$ cat src/rtl/instr_fetch_if.sv
// Fetch-unit bus: sequencing controls, program-memory port and decode handshake.
// slave  = the fetch unit itself.
// master = whatever drives it (core control, memory and decode stage).
interface instr_fetch_if #(
    parameter int ADDR_W = 9,
    parameter int DATA_W = 16
);
    // Sequencing controls
    logic              start;
    logic              halt;
    logic              redirect;
    logic [ADDR_W-1:0] redirect_addr;

    // Program memory port
    logic              mem_read;
    logic [ADDR_W-1:0] mem_addr;
    logic [DATA_W-1:0] mem_dout;

    // Decode handshake
    logic [DATA_W-1:0] instr;
    logic [ADDR_W-1:0] instr_pc;
    logic              instr_valid;
    logic              instr_ready;

    // Status
    logic [ADDR_W-1:0] pc;
    logic              busy;

    modport slave (
        input  start, halt, redirect, redirect_addr, mem_dout, instr_ready,
        output mem_read, mem_addr, instr, instr_pc, instr_valid, pc, busy
    );

    modport master (
        output start, halt, redirect, redirect_addr, mem_dout, instr_ready,
        input  mem_read, mem_addr, instr, instr_pc, instr_valid, pc, busy
    );
endinterface

$ cat src/rtl/instr_fetch_unit.sv
// Instruction fetch unit for a 512x16 synchronous-read program memory.
// One fetch is in flight at a time: FETCH issues the read, CAPTURE latches
// the returned word, and HOLD presents it to decode until it is accepted.
// Throughput is therefore one instruction every three cycles.
// Redirect and halt can abort a fetch from any busy state.
module instr_fetch_unit #(
    parameter int          ADDR_W   = 9,
    parameter int          DATA_W   = 16,
    parameter int unsigned RESET_PC = 0
) (
    input logic            clk,
    input logic            rst,
    instr_fetch_if.slave   bus
);

    typedef enum logic [1:0] {
        IDLE    = 2'd0,
        FETCH   = 2'd1,
        CAPTURE = 2'd2,
        HOLD    = 2'd3
    } state_e;

    localparam logic [ADDR_W-1:0] PC_RST = ADDR_W'(RESET_PC);

    state_e            state_q, state_d;
    logic [ADDR_W-1:0] pc_q, pc_d;
    logic [ADDR_W-1:0] instr_pc_q, instr_pc_d;
    logic [DATA_W-1:0] instr_q, instr_d;

    // A busy state is aborted when halt or redirect is seen; the in-flight
    // word is then dropped rather than latched.
    logic abort;
    assign abort = bus.halt || bus.redirect;

    // State, pc and captured instruction registers; reset applies immediately.
    always_ff @(posedge clk or posedge rst) begin
        if (rst) begin
            state_q    <= IDLE;
            pc_q       <= PC_RST;
            instr_q    <= '0;
            instr_pc_q <= '0;
        end else begin
            state_q    <= state_d;
            pc_q       <= pc_d;
            instr_q    <= instr_d;
            instr_pc_q <= instr_pc_d;
        end
    end

    // Next-state, pc and capture logic.
    always_comb begin
        state_d    = state_q;
        pc_d       = pc_q;
        instr_d    = instr_q;
        instr_pc_d = instr_pc_q;

        // A redirect always reloads pc, in every state, even alongside halt.
        if (bus.redirect) begin
            pc_d = bus.redirect_addr;
        end

        case (state_q)
            IDLE: begin
                // halt overrides start.
                if (bus.start && !bus.halt) begin
                    state_d = FETCH;
                end
            end
            FETCH: begin
                state_d = CAPTURE;
            end
            CAPTURE: begin
                // Memory data for the read issued in FETCH is on mem_dout now.
                if (!abort) begin
                    instr_d    = bus.mem_dout;
                    instr_pc_d = pc_q;
                    pc_d       = pc_q + 1'b1;   // wraps modulo 2^ADDR_W
                end
                state_d = HOLD;
            end
            HOLD: begin
                if (bus.instr_ready) begin
                    state_d = FETCH;
                end
            end
            default: begin
                state_d = IDLE;
            end
        endcase

        // Abort handling for busy states: halt wins over redirect's restart.
        if (state_q != IDLE) begin
            if (bus.halt) begin
                state_d = IDLE;
            end else if (bus.redirect) begin
                state_d = FETCH;
            end
        end
    end

    // Outputs are pure functions of the registered state, so reset
    // drives them to their idle values without waiting for a clock.
    assign bus.mem_read    = (state_q == FETCH);
    assign bus.mem_addr    = pc_q;
    assign bus.pc          = pc_q;
    assign bus.instr_valid = (state_q == HOLD);
    assign bus.busy        = (state_q != IDLE);
    assign bus.instr       = instr_q;
    assign bus.instr_pc    = instr_pc_q;

endmodule

$ cat src/flat_wrapper.sv
// flat-port wrapper written by rule: the top's interface ports become plain ports
module instr_fetch_unit_flat 
#(
    parameter int          ADDR_W   = 9,
    parameter int          DATA_W   = 16,
    parameter int unsigned RESET_PC = 0
)
  (clk, rst, bus_start, bus_halt, bus_redirect, bus_redirect_addr, bus_mem_dout, bus_instr_ready, bus_mem_read, bus_mem_addr, bus_instr, bus_instr_pc, bus_instr_valid, bus_pc, bus_busy);
  instr_fetch_if #(.ADDR_W(ADDR_W), .DATA_W(DATA_W)) bus_i ();
  input logic clk;
  input logic rst;
  input wire logic [$bits(bus_i.start)-1:0] bus_start;
  input wire logic [$bits(bus_i.halt)-1:0] bus_halt;
  input wire logic [$bits(bus_i.redirect)-1:0] bus_redirect;
  input wire logic [$bits(bus_i.redirect_addr)-1:0] bus_redirect_addr;
  input wire logic [$bits(bus_i.mem_dout)-1:0] bus_mem_dout;
  input wire logic [$bits(bus_i.instr_ready)-1:0] bus_instr_ready;
  output wire logic [$bits(bus_i.mem_read)-1:0] bus_mem_read;
  output wire logic [$bits(bus_i.mem_addr)-1:0] bus_mem_addr;
  output wire logic [$bits(bus_i.instr)-1:0] bus_instr;
  output wire logic [$bits(bus_i.instr_pc)-1:0] bus_instr_pc;
  output wire logic [$bits(bus_i.instr_valid)-1:0] bus_instr_valid;
  output wire logic [$bits(bus_i.pc)-1:0] bus_pc;
  output wire logic [$bits(bus_i.busy)-1:0] bus_busy;
  assign bus_i.start = bus_start;
  assign bus_i.halt = bus_halt;
  assign bus_i.redirect = bus_redirect;
  assign bus_i.redirect_addr = bus_redirect_addr;
  assign bus_i.mem_dout = bus_mem_dout;
  assign bus_i.instr_ready = bus_instr_ready;
  assign bus_mem_read = bus_i.mem_read;
  assign bus_mem_addr = bus_i.mem_addr;
  assign bus_instr = bus_i.instr;
  assign bus_instr_pc = bus_i.instr_pc;
  assign bus_instr_valid = bus_i.instr_valid;
  assign bus_pc = bus_i.pc;
  assign bus_busy = bus_i.busy;
  instr_fetch_unit #(.ADDR_W(ADDR_W), .DATA_W(DATA_W), .RESET_PC(RESET_PC)) u_core (.clk(clk), .rst(rst), .bus(bus_i));
endmodule
$ cat config.mk
export PLATFORM = sky130hd
export DESIGN_NAME = instr_fetch_unit_flat
export DESIGN_NICKNAME = d
export VERILOG_FILES = /design/src/rtl/instr_fetch_if.sv /design/src/rtl/instr_fetch_unit.sv /design/src/flat_wrapper.sv
export SDC_FILE = /design/constraint.sdc
export NUM_CORES = 1
export LEC_CHECK = 0
export ABC_AREA = 1
export ABC_CLOCK_PERIOD_IN_PS = 3500
export CORE_ASPECT_RATIO = 0.8
export CORE_MARGIN = 2
export CORE_UTILIZATION = 63
export DETAILED_ROUTE_END_ITERATION = 10
export DONT_BUFFER_PORTS = 1
export GPL_TIMING_DRIVEN = 1
export PLACE_DENSITY = 0.86
export SYNTH_ARGS = -nofsm -noshare
export SYNTH_HDL_FRONTEND = slang
export SYNTH_SLANG_ARGS = --single-unit
$ cat constraint.sdc
create_clock -name clk -period 3.5 [get_ports clk]
set_input_delay 0.7 -clock clk [delete_from_list [all_inputs] [get_ports clk]]
set_output_delay 0.7 -clock clk [all_outputs]
set_load 0.01 [all_outputs]
==> results of run 1 <==
## power groups by stage
stage | Sequential [µW] | Combinational (µW) | Clock (µW)
floorplan | 606 | 128 | 0
global placement | 632 | 117 | 0
detailed placement | 633 | 124 | 0
CTS | 625 | 125 | 248
global route | 635 | 151 | 266
finish | 624 | 124 | 244
## cell usage after synthesis, types with 2 or more instances
| master | instances |
|---|---|
| o21ai_0 | 9 |
| inv_1 | 12 |
| nand2_2 | 2 |
| buf_4 | 9 |
| nand2_1 | 98 |
| a21oi_1 | 3 |
| nor2_1 | 20 |
| buf_6 | 3 |
| buf_2 | 4 |
| nand3_1 | 9 |
| dfrtp_1 | 36 |
## per-stage QoR
stage                       util  instances  hold WS, ns  total power [µW]  setup slack, ns
after floorplan                -        216       0.5154             734.1            1.996
after global placement    0.6538        237       0.5329             748.2            1.735
after detailed placement  0.6538        237       0.5350             757.0            1.635
after CTS                 0.6796        244       0.3550             997.4            1.726
after global routing      0.6796        244       0.3630              1052            1.654
final                     0.6796        244       0.3467             991.2            1.722
## cell families (layout without fill, tap and decap cells)
| family | Yosys count | count (layout) | share of synthesized area |
|---|---|---|---|
| compound gates | 16 | 16 | 0.05098 |
| mux | 1 | 1 | 0.005827 |
| xor+xnor | 1 | 1 | 0.005099 |
| simple gates | 132 | 132 | 0.3074 |
| flops | 36 | 36 | 0.5244 |
| fa+ha+maj | 1 | 1 | 0.007282 |
| buf+inv | 29 | 21 | 0.09905 |
## routing by layer
metal	vias to the layer above	share of wire	global-route usage
met5	-	0	0
met4	0	0.0096	0.09630
met3	6	0.095	0.1031
met2	64	0.49	0.4022
met1	631	0.41	0.2704
li1	642	-	-
## flip-flops by register name, summed over array words and instances, names as in the netlist
| register | flops |
|---|---|
| u_core.bus.instr | 16 |
| u_core.bus.mem_addr | 9 |
| u_core.bus.instr_pc | 9 |
| u_core.state_q | 2 |
## path summary, 6_finish.rpt
| check | end | cells after the start |
|---|---|---|
| max | bus_mem_read | 2 |
| min | u_core.bus.mem_addr[6] | 2 |
| max reg2reg | u_core.bus.mem_addr[3] | 5 |
| min reg2reg | u_core.bus.instr[14] | 2 |
| max in group asynchronous | u_core.bus.instr[13] | 2 |
| min in group clk | u_core.state_q[1] | 1 |
## cell type report
type                            count  area, µm²  area share
Inverter                           13      48.80     0.02847
Timing Repair Buffer                1      7.507    0.004380
Tap cell                           36      45.04     0.02628
Clock buffer                        7      65.06     0.03796
Multi-Input combinational cell    151      646.9      0.3774
Sequential cell                    36      900.9      0.5255
==> impl_metrics.yaml, run 1 <==
sta:
  setup-tns-final_ns: 0
  clock_skew_ns: 0.009609
  fmax_ghz: 0.5624
  post-route-period-util: 0.5080
  maxSlewViolCount: 0
  setup_viol: 0
  final_hold_viol_count: 0
  relSlewSlack: 0.5266
  worst_pin_slew_ns: 0.7077
  rsz0062_at_grt: "no"
  fin_crit_ns: 1.778
final_layout:
  drive_above_1_share: 0.07212
  diodes: 0
  final_cell_mix: "nand2_1, dfrtp_1, nor2_1"
  final_common_cell: "nand2_1"
  nFillCells: 227
  finish.net_count: 240
  area_growth_syn_to_layout_pct: -0.2188
  design_area_um2: 1714
power_and_ir_drop:
  power_leakage_uw: 0.0009239
  p_switching_uw: 325.5
  clkPwrFrac: 0.246
  ir_worst_vdd_mv: 0.3599
  p_int_uw: 665.7
  power_frac_seq: 0.629
  p_comb_frac: 0.125
  p_sw_frac: 0.3284
  power_density_nw_per_um2: 578.2
critical_path:
  cp_max_fo: 3
  startpoint: "u_core.state_q[0]"
  crit_buf_inv: 1
  worstPathRequired_ns: 2.80
  crit_type: "reg -> out"
  crit_path_end_kind: "output pin"
  rrSetupSlack_ns: 1.96
  critical-path-slowest-cell: "dfrtp_1"
  crit_chain: "inv_1, nor2_1"
  cp_slowest_stage_delay_ns: 0.40
  timing.rr.start: "u_core.state_q[1]"
  crit_family: "flip-flops"
  critPathArrivalTime_ns: 1.08
  crit_path_start_kind: "flop"
flow_run:
  max_cap_viol_count: 0
clock_tree:
  cts-hold-fix-buffers: 0
  clock-sinks: 36
  clk_latency_ns: 0.34
  cts_buffers: 5
  cts_tree: "built"
  path_clk_slew_ns: 0.11
  postCtsSetupBuffers: 0
  htreeDepth: 2
  clock_path_buffers: 2
  cts_resized: 0
  cts_root_buf: "clkbuf_4"
route:
  antenna_left: 0
  routed_wl_um: 3427
  first_pass_iters: 4
  via_per_inst: 5.504
  drc: 0
  wire_per_inst_um: 14.05
  vias: 1343
  drtIter0Drc: 119
placed_design:
  gp_congestion: 0.8432
  place_area_um2: 1649
  dpl.hpwl_um: 2400
  portBuffers: 0
yosys:
  synth_top_cells_by_area: "dfrtp_1, nand2_1, nor2_1, buf_4, nand3_1"
  avgSynthCellArea_um2: 7.953
  syn-num-nets: 248
  synthCells: 216
  synth_edf_count: 0
  yosys_register_bits: 36
  ys_async_sr_fraction: 1.000
  netlist-cell-type-count: 22
  ys.warnings.count: 0
  synth_top_area_frac: 0.5244
  synth_area_um2: 1718
  yosysTopAreaCell: "dfrtp_1"
  ys.flop_type: "dfrtp_1"
  ys_seq_area_frac: 0.5244
global_route:
  antenna_found_initial: 0
  grt_use_total: 0.2384
  first_global_vias: 1370
  grt_pass1_wl_um: 5706
  grt_max_degree: 42
  overflow: 0
worst_hold_path:
  hp-class: "in -> async"
run_status:
  status: "finished, final reports clean"
floorplanning:
  initial_core_util: 0.6811
  die_area_um2: 3163
  placementRows: 16
  io_pins: 77
  die_w_um: 62.38
  core_area_um2: 2522
  dieHeight_um: 50.71
No activity file was read; power rests on OpenSTA's default activity.
==> inputs of run 2 (changes only) <==
- ABC_CLOCK_PERIOD_IN_PS: 3500 -> 1450
- CORE_UTILIZATION: 63 -> 55
- PLACE_DENSITY: 0.86 -> 0.8
- clock period: 3.5 -> 1.45 ns (I/O delays scaled with it)
==> impl_metrics.yaml, run 2 (synthesis gave the netlist of run 1 again) <==
critical_path:
  critPathArrivalTime_ns: 0.97
  crit_path_end_kind: "output pin"
  timing.rr.start: "u_core.state_q[1]"
  rrSetupSlack_ns: 0.22
  regToRegEndpoint: "u_core.bus.mem_addr[1]"
  worstPathRequired_ns: 1.16
  crit_type: "reg -> out"
  crit_path_start_kind: "flop"
  cp_max_fo: 3
  reg2reg_depth: 6
route:
  first_pass_iters: 4
  routed-wl-met2_um: 1551
  vias: 1322
  antenna_left: 0
  via_per_inst: 5.104
  drtIter0Drc: 74
  drc: 0
  wl_met1_um: 1552
  routed_wl_um: 3493
  routed.top_layer: "met4"
  wire_per_inst_um: 13.49
  met3_length_um: 359
power_and_ir_drop:
  power_density_nw_per_um2: 1397
  clkPwrFrac: 0.281
  p_switching_uw: 811.0
  p_int_uw: 1748
  ir_worst_vdd_mv: 0.6515
  p_comb_frac: 0.141
  p_sw_frac: 0.3169
  power_leakage_uw: 0.0009866
  power_frac_seq: 0.578
floorplanning:
  die_w_um: 66.49
  io_pins: 77
  core_area_um2: 3040
  initial_core_util: 0.5650
  dieHeight_um: 53.99
  placementRows: 18
  die_area_um2: 3589
global_route:
  first_global_vias: 1195
  antenna_found_initial: 0
  grt_pass1_wl_um: 5637
  overflow: 0
  grt_use_total: 0.2177
  grt_max_degree: 37
clock_tree:
  cts_buffers: 5
  clock_path_buffers: 2
  cts_root_buf: "clkbuf_8"
  cts_tree: "built"
  cts-hold-fix-buffers: 0
  clk_latency_ns: 0.28
  htreeDepth: 2
  clock-sinks: 36
  path_clk_slew_ns: 0.07
  postCtsSetupBuffers: 0
  cts_resized: 0
sta:
  post-route-period-util: 0.8696
  final_hold_viol_count: 18
  worst_pin_slew_ns: 0.4476
  setup_viol: 0
  maxSlewViolCount: 0
  clock_skew_ns: 0.006138
  rsz0062_at_grt: "no"
  fin_ws_ns: 0.1890
  whs_ns: -0.001515
  fmax_ghz: 0.7930
  relSlewSlack: 0.7016
  setup-tns-final_ns: 0
  fin_crit_ns: 1.261
placed_design:
  gp_congestion: 0.8246
  dpl.hpwl_um: 2537
  portBuffers: 0
  dp_slack_ns: 0.2339
run_status:
  violations: "negative hold slack"
  status: "finished with violations"
final_layout:
  final_cell_mix: "nand2_1, dfrtp_1, nor2_1"
  drive_above_1_share: 0.1096
  finish.net_count: 250
  nFillCells: 275
  largest_register_ff_count: 16
  final_common_cell: "nand2_1"
  area_growth_syn_to_layout_pct: 6.628
  diodes: 0
flow_run:
  max_cap_viol_count: 0
worst_hold_path:
  hp-class: "in -> async"
## run 2: cell count changes in the layout (fill, tap and decap cells not counted), sizes merged
cell    previous run  this run
clkbuf             7         8
buf                1        11
## run 2: how the worst max path moves through the flow
stage	to	slack (ns)	start
floorplan	u_core.bus.mem_addr[6]	0.29	u_core.bus.mem_addr[1]
global route	bus_mem_read	0.1	u_core.state_q[0]
finish	bus_mem_read	0.19	u_core.state_q[0]
global placement	u_core.bus.mem_addr[2]	0.28	u_core.state_q[0]
CTS	bus_mem_read	0.18	u_core.state_q[0]
detailed placement	u_core.bus.mem_addr[2]	0.23	u_core.state_q[0]
## run 2: worst max-delay path, stage by stage, from the launching register on
cell and delay (ns):
dfrtp_1 0.38, inv_1 0.08, nor2_1 0.23
## run 2: per-stage QoR
stage          total power (µW)  cells  hold WS (ns)  cell area [µm²]    util
2_1_floorplan              1772    216        0.3720             1718       -
5_1_grt                    2730    259       0.02976             1832  0.6025
3_5_place_dp               1864    251        0.3151             1742  0.5728
4_1_cts                    2591    259      0.009808             1832  0.6025
6_report                   2559    259     -0.001515             1832  0.6025
3_3_place_gp               1845    251        0.3108             1742  0.5728
## run 2: layer usage
| layer | vias up | GRT usage |
|---|---|---|
| met5 | - | 0 |
| met4 | 0 | 0.06463 |
| met3 | 5 | 0.1130 |
| met2 | 58 | 0.3100 |
| met1 | 603 | 0.2893 |
| li1 | 656 | - |
## run 2: layout make-up
| type | count | area (µm²) | area share |
|---|---|---|---|
| multi-input combinational | 151 | 646.9 | 0.3531 |
| inverter | 13 | 48.80 | 0.02664 |
| tap | 40 | 50.05 | 0.02732 |
| clock buffer | 8 | 90.09 | 0.04918 |
| sequential | 36 | 900.9 | 0.4918 |
| timing repair buffer | 11 | 95.09 | 0.05191 |
## run 2: power by group through the flow
stage                     Sequential [µW]  Clock, µW  Combinational (µW)
after floorplan                      1460          0                 310
after global placement               1490          0                 350
after detailed placement             1500          0                 365
after CTS                            1480        741                 367
after global routing                 1510        792                 425
final                                1480        720                 361
